## src/rtl/pipe_word_unpack.sv

```systemverilog
// pipe_word_unpack: splits each wide word taken on the prev valid/ready interface into
// RATIO = IN_WIDTH/OUT_WIDTH narrow chunks presented on the next valid/ready interface.
// A single holding register is reloaded in the same cycle its last chunk leaves, so
// back-to-back words stream with no idle cycle.
//
// Ports:
//   clk         clock, all state updates on the rising edge
//   rst         asynchronous active-low reset
//   clear       synchronous flush, drops any held word
//   prev_data   incoming word          prev_valid / prev_ready  incoming handshake
//   next_data   current chunk          next_valid / next_ready  outgoing handshake
//   next_last   current chunk is the final chunk of its word
//   busy        a word is held
module pipe_word_unpack #(
  parameter int unsigned IN_WIDTH  = 8,
  parameter int unsigned OUT_WIDTH = 2,
  parameter bit          LSB_FIRST = 1'b1
) (
  input  logic                 clk,
  input  logic                 rst,
  input  logic                 clear,
  input  logic [IN_WIDTH-1:0]  prev_data,
  input  logic                 prev_valid,
  output logic                 prev_ready,
  output logic [OUT_WIDTH-1:0] next_data,
  output logic                 next_valid,
  input  logic                 next_ready,
  output logic                 next_last,
  output logic                 busy
);

  localparam int unsigned RATIO = IN_WIDTH / OUT_WIDTH;
  localparam int unsigned IDX_W = (RATIO > 1) ? $clog2(RATIO) : 1;
  localparam logic [IDX_W-1:0] LastIdx = IDX_W'(RATIO - 1);

  if ((OUT_WIDTH > IN_WIDTH) || ((IN_WIDTH % OUT_WIDTH) != 0)) begin : g_bad_params
    $error("pipe_word_unpack: IN_WIDTH must be a non-zero multiple of OUT_WIDTH");
  end

  logic [IN_WIDTH-1:0] word_q, word_d;
  logic [IDX_W-1:0]    idx_q, idx_d;
  logic                full_q, full_d;

  logic                emit, last_emit, accept;
  logic [IDX_W-1:0]    sel;
  logic [RATIO-1:0][OUT_WIDTH-1:0] chunks;

  assign emit      = full_q & next_ready;
  assign last_emit = emit & (idx_q == LastIdx);
  // rst gates prev_ready so nothing looks acceptable while the block is held in reset.
  // next_ready -> prev_ready is intentional: the next word loads as the last chunk leaves.
  assign prev_ready = rst & ~clear & (~full_q | last_emit);
  assign accept     = prev_valid & prev_ready;

  assign chunks     = word_q;
  assign sel        = LSB_FIRST ? idx_q : (LastIdx - idx_q);
  assign next_data  = chunks[sel];
  assign next_valid = full_q;
  assign next_last  = full_q & (idx_q == LastIdx);
  assign busy       = full_q;

  always_comb begin
    word_d = word_q;
    idx_d  = idx_q;
    full_d = full_q;
    if (clear) begin
      full_d = 1'b0;
      idx_d  = '0;
    end else if (accept) begin
      word_d = prev_data;
      idx_d  = '0;
      full_d = 1'b1;
    end else if (last_emit) begin
      full_d = 1'b0;
      idx_d  = '0;
    end else if (emit) begin
      idx_d  = idx_q + 1'b1;
    end
  end

  always_ff @(posedge clk or negedge rst) begin
    if (!rst) begin
      word_q <= '0;
      idx_q  <= '0;
      full_q <= 1'b0;
    end else begin
      word_q <= word_d;
      idx_q  <= idx_d;
      full_q <= full_d;
    end
  end

endmodule
```

## config.mk

```make
export PLATFORM = sky130hd
export DESIGN_NAME = pipe_word_unpack
export DESIGN_NICKNAME = d
export VERILOG_FILES = /design/src/rtl/pipe_word_unpack.sv
export SDC_FILE = /design/constraint.sdc
export NUM_CORES = 1
export LEC_CHECK = 0
export ABC_AREA = 1
export CAP_MARGIN = 0
export CORE_MARGIN = 8
export CORE_UTILIZATION = 40
export DETAILED_ROUTE_END_ITERATION = 10
export GPL_TIMING_DRIVEN = 0
export PLACE_DENSITY = 0.83
export SLEW_MARGIN = 20
export SYNTH_ARGS = -nofsm -noshare
export SYNTH_HDL_FRONTEND = slang
export SYNTH_SLANG_ARGS = --single-unit
```

## constraint.sdc

```tcl
create_clock -name clk -period 2 [get_ports clk]
set_input_delay 0.2 -clock clk [delete_from_list [all_inputs] [get_ports clk]]
set_output_delay 0.2 -clock clk [all_outputs]
set_load 0.01 [all_outputs]
```

==> results of run 1 <==
[layout by cell type, fill, tap and decap left out, types with 2 or more instances in the layout]
master	n
clkbuf_4	3
inv_1	14
buf_6	2
o22ai_1	2
o21ai_2	8
buf_4	3
clkdlybuf4s50_1	16
nor2_1	6
nand3_1	5
nand2_1	13
dfrtp_1	10
o21ai_0	5
[worst max-delay path, stage by stage (launching register included)]
cell and delay (ns):
dfrtp_1 0.38, buf_4 0.15, inv_1 0.05, o21ai_0 0.08
o22ai_1 0.14, clkdlybuf4s50_1 0.57
[worst max path at each step]
stage | from | endpoint | slack (ns)
6_report | idx_q[1] | next_data[1] | 0.18
5_1_grt | idx_q[0] | next_data[1] | 0.08
4_1_cts | idx_q[0] | prev_ready | 0.01
3_5_place_dp | rst | prev_ready | -0.17
3_3_place_gp | rst | prev_ready | -0.14
2_1_floorplan | idx_q[0] | chunks[2] | 0.76
[synthesized netlist by cell type]
library cell  number
inv_1             14
nand2_1           13
dfrtp_1           11
o21ai_2            8
nor2_1             6
nand3_1            5
o21ai_0            5
buf_6              2
o22ai_1            2
a21oi_1            1
and2_2             1
buf_4              1
ha_1               1
nand3_2            1
nor3_1             1
[state kept, by name (all words and copies together), names as in the netlist]
| signal | flops |
|---|---|
| chunks | 8 |
| idx_q | 2 |
| busy | 1 |
[final cells by class]
cell class / instances / area [um^2]
Buffer: 3 / 30.0
Clock buffer: 4 / 26.3
Fill cell: 124 / 608
Inverter: 14 / 52.6
Multi-Input combinational cell: 44 / 244
Sequential cell: 11 / 277
Tap cell: 16 / 20.0
Timing Repair Buffer: 20 / 196
[per-layer routing]
layer | wire length (um) | GRT usage | share of wire | vias to the layer above
met2 | 677 | 0.172 | 0.53 | 11
met5 | 0 | 0 | 0 | -
met4 | 0 | 0.0492 | 0 | 0
met3 | 55 | 0.0217 | 0.043 | 0
met1 | 542 | 0.0967 | 0.43 | 234
li1 | - | - | - | 274
[where the power goes]
group	switching (mW)	internal, mW	total, mW
registers	0.0217	0.257	0.279
logic	0.0650	0.0819	0.147
clock network	0.0726	0.0771	0.150
[kinds of logic (layout without fill, tap and decap cells)]
kind of cell             after synthesis  in the layout  share of synthesized area
buffers and inverters                 17             41                      0.137
flip-flops                            11             11                      0.457
AND/OR/NAND/NOR                       27             27                      0.197
adder cells (fa/ha/maj)                1              1                     0.0208
AO/OA/AOI/OAI                         16             16                      0.187
[timing repair]
action,CTS,global route
hold buffers,0,0
buffers inserted,0,2
gates resized for setup,2,1
endpoints found under the setup margin,1,1
==> results.py, run 1 <==
metrics = {
    "run_status": {
        "outcome": "finished, final reports clean",
    },
    "yosys": {
        "synth.area.top_cells": "dfrtp_1 46%, o21ai_2 12%, inv_1 8.7%",
        "ys_seq_area_frac": 0.457,
        "synthDominantAreaCellType": "dfrtp_1",
        "syn-cell-area_um2": 602,
        "post_synth.cell_area_avg_um2": 8.36,
        "yosys.area.top_type_share": 0.457,
        "syn-num-nets": 86,
        "synth.yosys.warnings": 0,
        "syn-instance-count": 72,
        "synth_cell_types": 15,
        "synth.ff_latch_count": 11,
    },
    "floorplan": {
        "fp.dieArea_um2": 3000,
        "fp-row-count": 14,
        "starting_density_of_the_core": 0.414,
        "die-width_um": 54.8,
        "top_level_ports": 19,
        "design.core.area_um2": 1450,
        "die_height_um": 54.8,
    },
    "clock_tree": {
        "htreeDepth": 1,
        "cts_inserted_buffers": 3,
        "root_buffer": "clkbuf_4",
        "insertion_delay_ns": 0.26,
        "cts_num_sinks": 11,
        "cts_max_path_buffers": 2,
        "clkTransAtPathRegs_ns": 0.07,
        "tritoncts": "done",
    },
    "timing": {
        "timing.setup.tns_ns": 0,
        "achievable-frequency_mhz": 549,
        "worst_slack_ns": 0.178,
        "tightest_slew_ns": 0.525,
        "rsz_0062_raised_after_global_routing": "no",
        "timing.final.crit_share": 0.911,
        "slew-limit-headroom": 0.650,
        "whs_ns": 0.0125,
        "hold_violations": 0,
        "finalClockSkew_ns": 0.00106,
        "setup_viol": 0,
        "post-route-min-period_ns": 1.82,
        "final_max_slew_violation_count": 0,
    },
    "setup_path": {
        "worst_ep_arrival_time_ns": 1.62,
        "end_kind": "output pin",
        "required_ns": 1.80,
        "rr_endpoint": "idx_q[1]",
        "setup.reg_to_reg.worst_slack_ns": 0.66,
        "worstSetupStartpointType": "register",
        "crit_type": "register to output pin",
        "timing.critical_path.fanout_max": 4,
        "crit-reg2reg-launch": "idx_q[0]",
        "worst-r2r-cell-count": 7,
    },
    "placement": {
        "placement.io_buffers": 18,
        "dpl.hpwl_um": 1000,
        "gp_congestion": 0.829,
        "preCtsSetupSlack_ns": -0.172,
        "dp_cells": 106,
        "detailed_place.area_um2": 802,
    },
    "global_route": {
        "grt_overflow_total": 0,
        "maximum_number_of_pins_on_one_net_before_global_route_repair": 13,
        "globalRouteTotalUtil": 0.0941,
        "antenna_found_initial": 0,
        "first_global_vias": 522,
        "grt_pass1_wl_um": 2090,
    },
    "drt": {
        "wire_per_inst_um": 11.4,
        "drt_drc_violations_left": 0,
        "drt.antenna.violating_nets": 0,
        "via_count": 519,
        "totalWireLength_um": 1280,
        "drtPass1Iterations": 4,
        "viasPerCell": 4.63,
        "iteration_0_drc_markers": 14,
    },
    "min_path": {
        "min_path_type": "input port to async pin",
    },
    "flow_run": {
        "cap_violations": 0,
    },
    "layout": {
        "antenna-diode-count": 0,
        "post_route_cells_drive_above_1_share": 0.198,
        "utilization": 0.582,
        "flow.area_growth_from_synthesis_pct": 40.5,
        "postLayoutCellArea_um2": 846,
        "finalNetCount": 111,
        "finalNonFillerCells": 112,
    },
    "power_and_ir_drop": {
        "cellLeakagePower_nw": 0.438,
        "report.power.total_mw": 0.575,
        "power-per-cell-area_nw_per_um2": 680,
        "max-vdd-ir-drop_v": 0.000444,
    },
}
Power figures use the tool's default switching activity.
==> inputs of run 2 (changes only) <==
--- a/config.mk
+++ b/config.mk
@@ -7,7 +7,6 @@
 export LEC_CHECK = 0
 export ABC_AREA = 1
 export CAP_MARGIN = 0
-export CORE_MARGIN = 8
 export CORE_UTILIZATION = 40
 export DETAILED_ROUTE_END_ITERATION = 10
 export GPL_TIMING_DRIVEN = 0
==> run 2 against run 1 <==
  * Sequential power barely moved
  * Final cell count fell by 2.7%
  * Via count fell by 1.3%
  * Final area fell by 1.9%
  * Clock-buffer cell count did not move
  * Sequential share of layout area rose by 0.64 points
  * Maximum frequency fell by 0.85%
  * Clock skew rose by 0.0022 ns
  * Setup slack got worse by 0.016 ns
  * Critical path type unchanged
  * Clock power rose by 5%
  * Register-to-register slack improved by 0.02 ns
==> results.py, run 2 (synthesis gave the netlist of run 1 again) <==
metrics = {
    "layout": {
        "leading_cell_types_in_the_layout_fill_and_taps_excluded": "16 x clkdlybuf4s50_1, 14 x inv_1, 13 x nand2_1, 10 x dfrtp_1, 8 x o21ai_2",
        "flow.area_growth_from_synthesis_pct": 37.8,
        "antenna-diode-count": 0,
        "layout.cells.most_common": "clkdlybuf4s50_1",
        "final.fill_count": 121,
        "finalNetCount": 109,
        "largest_register_ffs": 8,
        "post_route_cells_drive_above_1_share": 0.181,
    },
    "clock_tree": {
        "cts_hold_repair.buffers": 0,
        "htreeDepth": 1,
        "cts_num_sinks": 11,
        "tritoncts": "done",
        "root_buffer": "clkbuf_4",
        "cts_inserted_buffers": 3,
        "cts_max_path_buffers": 2,
        "insertion_delay_ns": 0.27,
        "clkTransAtPathRegs_ns": 0.08,
    },
    "timing": {
        "timing.final.crit_share": 0.919,
        "post-route-min-period_ns": 1.84,
        "tightest_slew_ns": 0.535,
        "worst_slack_ns": 0.163,
        "achievable-frequency_mhz": 544,
        "finalClockSkew_ns": 0.00327,
        "rsz_0062_raised_after_global_routing": "no",
        "final_max_slew_violation_count": 0,
        "setup_viol": 0,
        "slew-limit-headroom": 0.644,
        "hold_violations": 0,
    },
    "setup_path": {
        "worstSetupStartpoint": "idx_q[0]",
        "critPathTopFamily": "buffers and inverters",
        "cp_num_buf_inv": 2,
        "timing.critical_path.fanout_max": 8,
        "worst_ep_arrival_time_ns": 1.64,
        "crit_slowest_cell": "clkdlybuf4s50_1",
        "series_of_cell_instances_along_the_critical_path": "inv_1 > nor2_1 > o22ai_1 > clkdlybuf4s50_1",
        "end_kind": "output pin",
        "crit_type": "register to output pin",
        "crit-reg2reg-launch": "idx_q[0]",
        "worst_path_largest_cell_delay_ns": 0.56,
        "worstSetupStartpointType": "register",
        "required_ns": 1.80,
    },
    "drt": {
        "totalWireLength_um": 1090,
        "viasPerCell": 4.70,
        "iteration_0_drc_markers": 5,
        "drtPass1Iterations": 3,
        "drt_drc_violations_left": 0,
        "via_count": 512,
        "wire_per_inst_um": 9.98,
        "drt.antenna.violating_nets": 0,
    },
    "placement": {
        "preCtsSetupSlack_ns": -0.156,
        "placement.io_buffers": 18,
        "dpl.hpwl_um": 804,
        "gp_congestion": 0.752,
    },
    "global_route": {
        "maximum_number_of_pins_on_one_net_before_global_route_repair": 13,
        "globalRouteTotalUtil": 0.144,
        "antenna_found_initial": 0,
        "first_global_vias": 417,
        "grt_overflow_total": 0,
        "grt_pass1_wl_um": 1580,
    },
    "floorplan": {
        "fp.dieArea_um2": 1660,
        "top_level_ports": 19,
        "design.core.area_um2": 1350,
        "fp-row-count": 13,
        "starting_density_of_the_core": 0.446,
        "die_height_um": 40.8,
        "die-width_um": 40.8,
    },
    "power_and_ir_drop": {
        "power-per-cell-area_nw_per_um2": 699,
        "cellLeakagePower_nw": 0.427,
        "report.power.total_mw": 0.580,
        "max-vdd-ir-drop_v": 0.000357,
    },
    "min_path": {
        "min_path_type": "input port to async pin",
    },
    "flow_run": {
        "cap_violations": 0,
    },
    "run_status": {
        "outcome": "finished, final reports clean",
    },
}
[run 2: changes by cell type in the layout (fill, tap and decap cells not counted)]
cell,previous run,this run
buf_4,3,1
[run 2: per-stage QoR]
stage | hold WS (ns) | instances | util | setup TNS (ns) | instance area, um^2
2_1_floorplan | -0.0956 | 72 | - | 0 | 602
3_5_place_dp | 0.469 | 105 | 0.593 | -0.156 | 801
3_3_place_gp | 0.465 | 105 | 0.593 | -0.122 | 801
5_1_grt | 0.0393 | 109 | 0.614 | 0 | 830
4_1_cts | 0.0252 | 109 | 0.613 | 0 | 827
6_report | 0.00737 | 109 | 0.614 | 0 | 830
[run 2: final cells by class]
type	instances	area, um^2	area share
repair buffers	18	181	0.219
clock buffers	4	26.3	0.0317
multi-input cells	44	244	0.294
plain buffers	3	30.0	0.0362
well taps	15	18.8	0.0226
flip-flops and latches	11	277	0.333
inverters	14	52.6	0.0633
[run 2: worst reg2reg max path: stages, from the launching register on]
cell and delay (ns):
dfrtp_2 0.46, ha_1 0.24, nand3_1 0.07, nand2_1 0.08
nand3_2 0.11, buf_6 0.16, nand3_1 0.07, nand2_1 0.07
[run 2: routing by layer]
layer	vias up	track usage	share of wire
li1	270	-	-
met1	228	0.179	0.48
met2	12	0.227	0.48
met3	2	0.0326	0.028
met4	0	0.0750	0.0083
met5	-	0	0
[run 2: what timing repair did]
item,4_1_cts,5_1_grt
resized for setup,2,1
gates cloned,0,0
setup buffers,0,0
setup endpoints to repair,1,1
hold endpoints to repair,0,0
[run 2: final timing paths]
| path | slack (ns) | depth (start not counted) | endpoint |
|---|---|---|---|
| max | 0.16 | 4 | next_data[1] |
| max reg2reg | 0.68 | 7 | idx_q[1] |
| min | 0.007 | 1 | chunks[7] |
| max in group asynchronous | 1.61 | 1 | idx_q[0] |
| min in group clk | 0.47 | 3 | chunks[1] |
| min reg2reg | 0.48 | 2 | chunks[2] |
[run 2: power breakdown]
part / total, mW / internal, mW / switching, mW
combinational: 0.143 / 0.0803 / 0.0632
clock: 0.157 / 0.0772 / 0.0799
sequential: 0.279 / 0.257 / 0.0224
total: 0.580 / 0.415 / 0.165
==> inputs of run 3 (changes only) <==
--- a/config.mk
+++ b/config.mk
@@ -7,10 +7,12 @@
 export LEC_CHECK = 0
 export ABC_AREA = 1
 export CAP_MARGIN = 0
+export CORE_MARGIN = 1
 export CORE_UTILIZATION = 40
 export DETAILED_ROUTE_END_ITERATION = 10
 export GPL_TIMING_DRIVEN = 0
 export PLACE_DENSITY = 0.83
+export RECOVER_POWER = 100
 export SLEW_MARGIN = 20
 export SYNTH_ARGS = -nofsm -noshare
 export SYNTH_HDL_FRONTEND = slang
==> run 3 against run 2 <==
  * Clock-buffer cell count unchanged
  * Wire length decreased by 1.1%
  * Highest routed layer unchanged
  * Setup slack got worse by 0.034 ns
  * Maximum frequency decreased by 1.8%
  * Critical path type unchanged
==> results.py, run 3 (synthesis gave the netlist of run 1 again) <==
metrics = {
    "timing": {
        "final_max_slew_violation_count": 0,
        "hold_violations": 0,
        "timing.final.crit_share": 0.936,
        "tightest_slew_ns": 0.524,
        "post-route-min-period_ns": 1.87,
        "slew-limit-headroom": 0.651,
        "achievable-frequency_mhz": 534,
        "setup_viol": 0,
        "finalClockSkew_ns": 0.00277,
        "rsz_0062_raised_after_global_routing": "no",
        "worst_slack_ns": 0.129,
    },
    "setup_path": {
        "end_kind": "output pin",
        "worstSetupStartpointType": "register",
        "worst_ep_arrival_time_ns": 1.67,
        "series_of_cell_instances_along_the_critical_path": "ha_1 > nand2_1 > inv_1 > dlygate4sd3_1",
        "worst_path_largest_cell_delay_ns": 0.59,
        "setup.reg_to_reg.worst_slack_ns": 0.35,
        "crit_slowest_cell": "dlygate4sd3_1",
        "required_ns": 1.80,
        "crit_type": "register to output pin",
        "timing.critical_path.fanout_max": 8,
        "worstSetupStartpoint": "idx_q[0]",
        "crit-reg2reg-launch": "idx_q[0]",
    },
    "layout": {
        "finalNetCount": 109,
        "postLayoutCellArea_um2": 787,
        "final.fill_count": 133,
        "post_route_cells_drive_above_1_share": 0.0851,
        "flow.area_growth_from_synthesis_pct": 30.8,
        "sequential_cell_area_um2": 275,
        "layout.cells.most_common": "inv_1",
        "leading_cell_types_in_the_layout_fill_and_taps_excluded": "14 x inv_1, 13 x nand2_1, 13 x clkdlybuf4s50_1, 11 x dfrtp_1, 10 x o21ai_0",
        "largest_register_ffs": 8,
        "finalNonFillerCells": 109,
        "multiInputGateArea_um2": 220,
        "antenna-diode-count": 0,
    },
    "floorplan": {
        "top_level_ports": 19,
        "fp-row-count": 13,
        "die_height_um": 40.8,
        "fp.dieArea_um2": 1660,
        "design.core.area_um2": 1350,
        "starting_density_of_the_core": 0.446,
        "die-width_um": 40.8,
    },
    "power_and_ir_drop": {
        "cellLeakagePower_nw": 0.404,
        "power-per-cell-area_nw_per_um2": 713,
        "max-vdd-ir-drop_v": 0.000383,
    },
    "global_route": {
        "maximum_number_of_pins_on_one_net_before_global_route_repair": 13,
        "first_global_vias": 417,
        "grt_pass1_wl_um": 1580,
        "grt_overflow_total": 0,
        "antenna_found_initial": 0,
        "globalRouteTotalUtil": 0.144,
    },
    "clock_tree": {
        "cts_inserted_buffers": 3,
        "root_buffer": "clkbuf_4",
        "cts_num_sinks": 11,
        "cts_max_path_buffers": 2,
        "cts_hold_repair.buffers": 0,
        "htreeDepth": 1,
        "cts_setup_buffers": 0,
        "insertion_delay_ns": 0.27,
        "clkTransAtPathRegs_ns": 0.07,
        "tritoncts": "done",
    },
    "drt": {
        "drt_drc_violations_left": 0,
        "drt.antenna.violating_nets": 0,
        "drtPass1Iterations": 3,
        "via_count": 517,
        "iteration_0_drc_markers": 5,
        "viasPerCell": 4.74,
        "wire_per_inst_um": 9.87,
        "totalWireLength_um": 1080,
    },
    "placement": {
        "gp_congestion": 0.752,
        "placement.io_buffers": 18,
        "dpl.hpwl_um": 804,
        "preCtsSetupSlack_ns": -0.156,
        "detailed_place.area_um2": 801,
        "dp_cells": 105,
    },
    "flow_run": {
        "cap_violations": 0,
    },
    "run_status": {
        "outcome": "finished, final reports clean",
    },
    "min_path": {
        "min_path_type": "input port to async pin",
    },
}
-- run 3: path summary, 6_finish.rpt --
check / cells after the start / to
max reg2reg: 7 / chunks[3]
min reg2reg: 2 / chunks[2]
min: 1 / chunks[7]
max: 4 / next_last
min in group clk: 3 / chunks[0]
max in group asynchronous: 1 / chunks[2]
-- run 3: layout make-up --
class,count,share of cell area
Multi-Input combinational cell,44,0.280
Tap cell,15,0.0238
Sequential cell,11,0.350
Inverter,14,0.0668
Timing Repair Buffer,18,0.227
Clock buffer,4,0.0334
Buffer,3,0.0191
-- run 3: layer usage --
| layer | wire (um) | track usage | share of wire |
|---|---|---|---|
| met4 | 9 | 0.0750 | 0.0084 |
| met1 | 507 | 0.179 | 0.47 |
| met3 | 33 | 0.0326 | 0.031 |
| met2 | 526 | 0.227 | 0.49 |
| met5 | 0 | 0 | 0 |
-- run 3: stage by stage --
step           hold WS (ns)  utilization  total power, mW  TNS [ns]
2_1_floorplan       -0.0956            -            0.358         0
3_3_place_gp          0.465        0.593            0.425    -0.122
3_5_place_dp          0.469        0.593            0.430    -0.156
4_1_cts              0.0252        0.613            0.583         0
5_1_grt              0.0394        0.583            0.594         0
6_report            0.00423        0.583            0.561         0
-- run 3: report_power, final --
| group | total (mW) | leakage (nW) | switching [mW] | internal (mW) |
|---|---|---|---|---|
| clock | 0.156 | 0.0150 | 0.0785 | 0.0772 |
| sequential | 0.279 | 0.141 | 0.0222 | 0.257 |
| combinational | 0.126 | 0.248 | 0.0557 | 0.0704 |
| total | 0.561 | 0.404 | 0.156 | 0.404 |
-- run 3: timing repair --
item,in CTS,in global routing
endpoints found under the hold margin,0,0
setup endpoints to repair,1,1
gates cloned,0,0
resized for setup,2,1
-- run 3: critical path, delay by kind of cell, from the launching register on --
kind,cells,cell delay [ns]
adder cells (fa/ha/maj),1,0.26
buffers and inverters,2,0.62
flip-flops,1,0.46
AND/OR/NAND/NOR,1,0.06
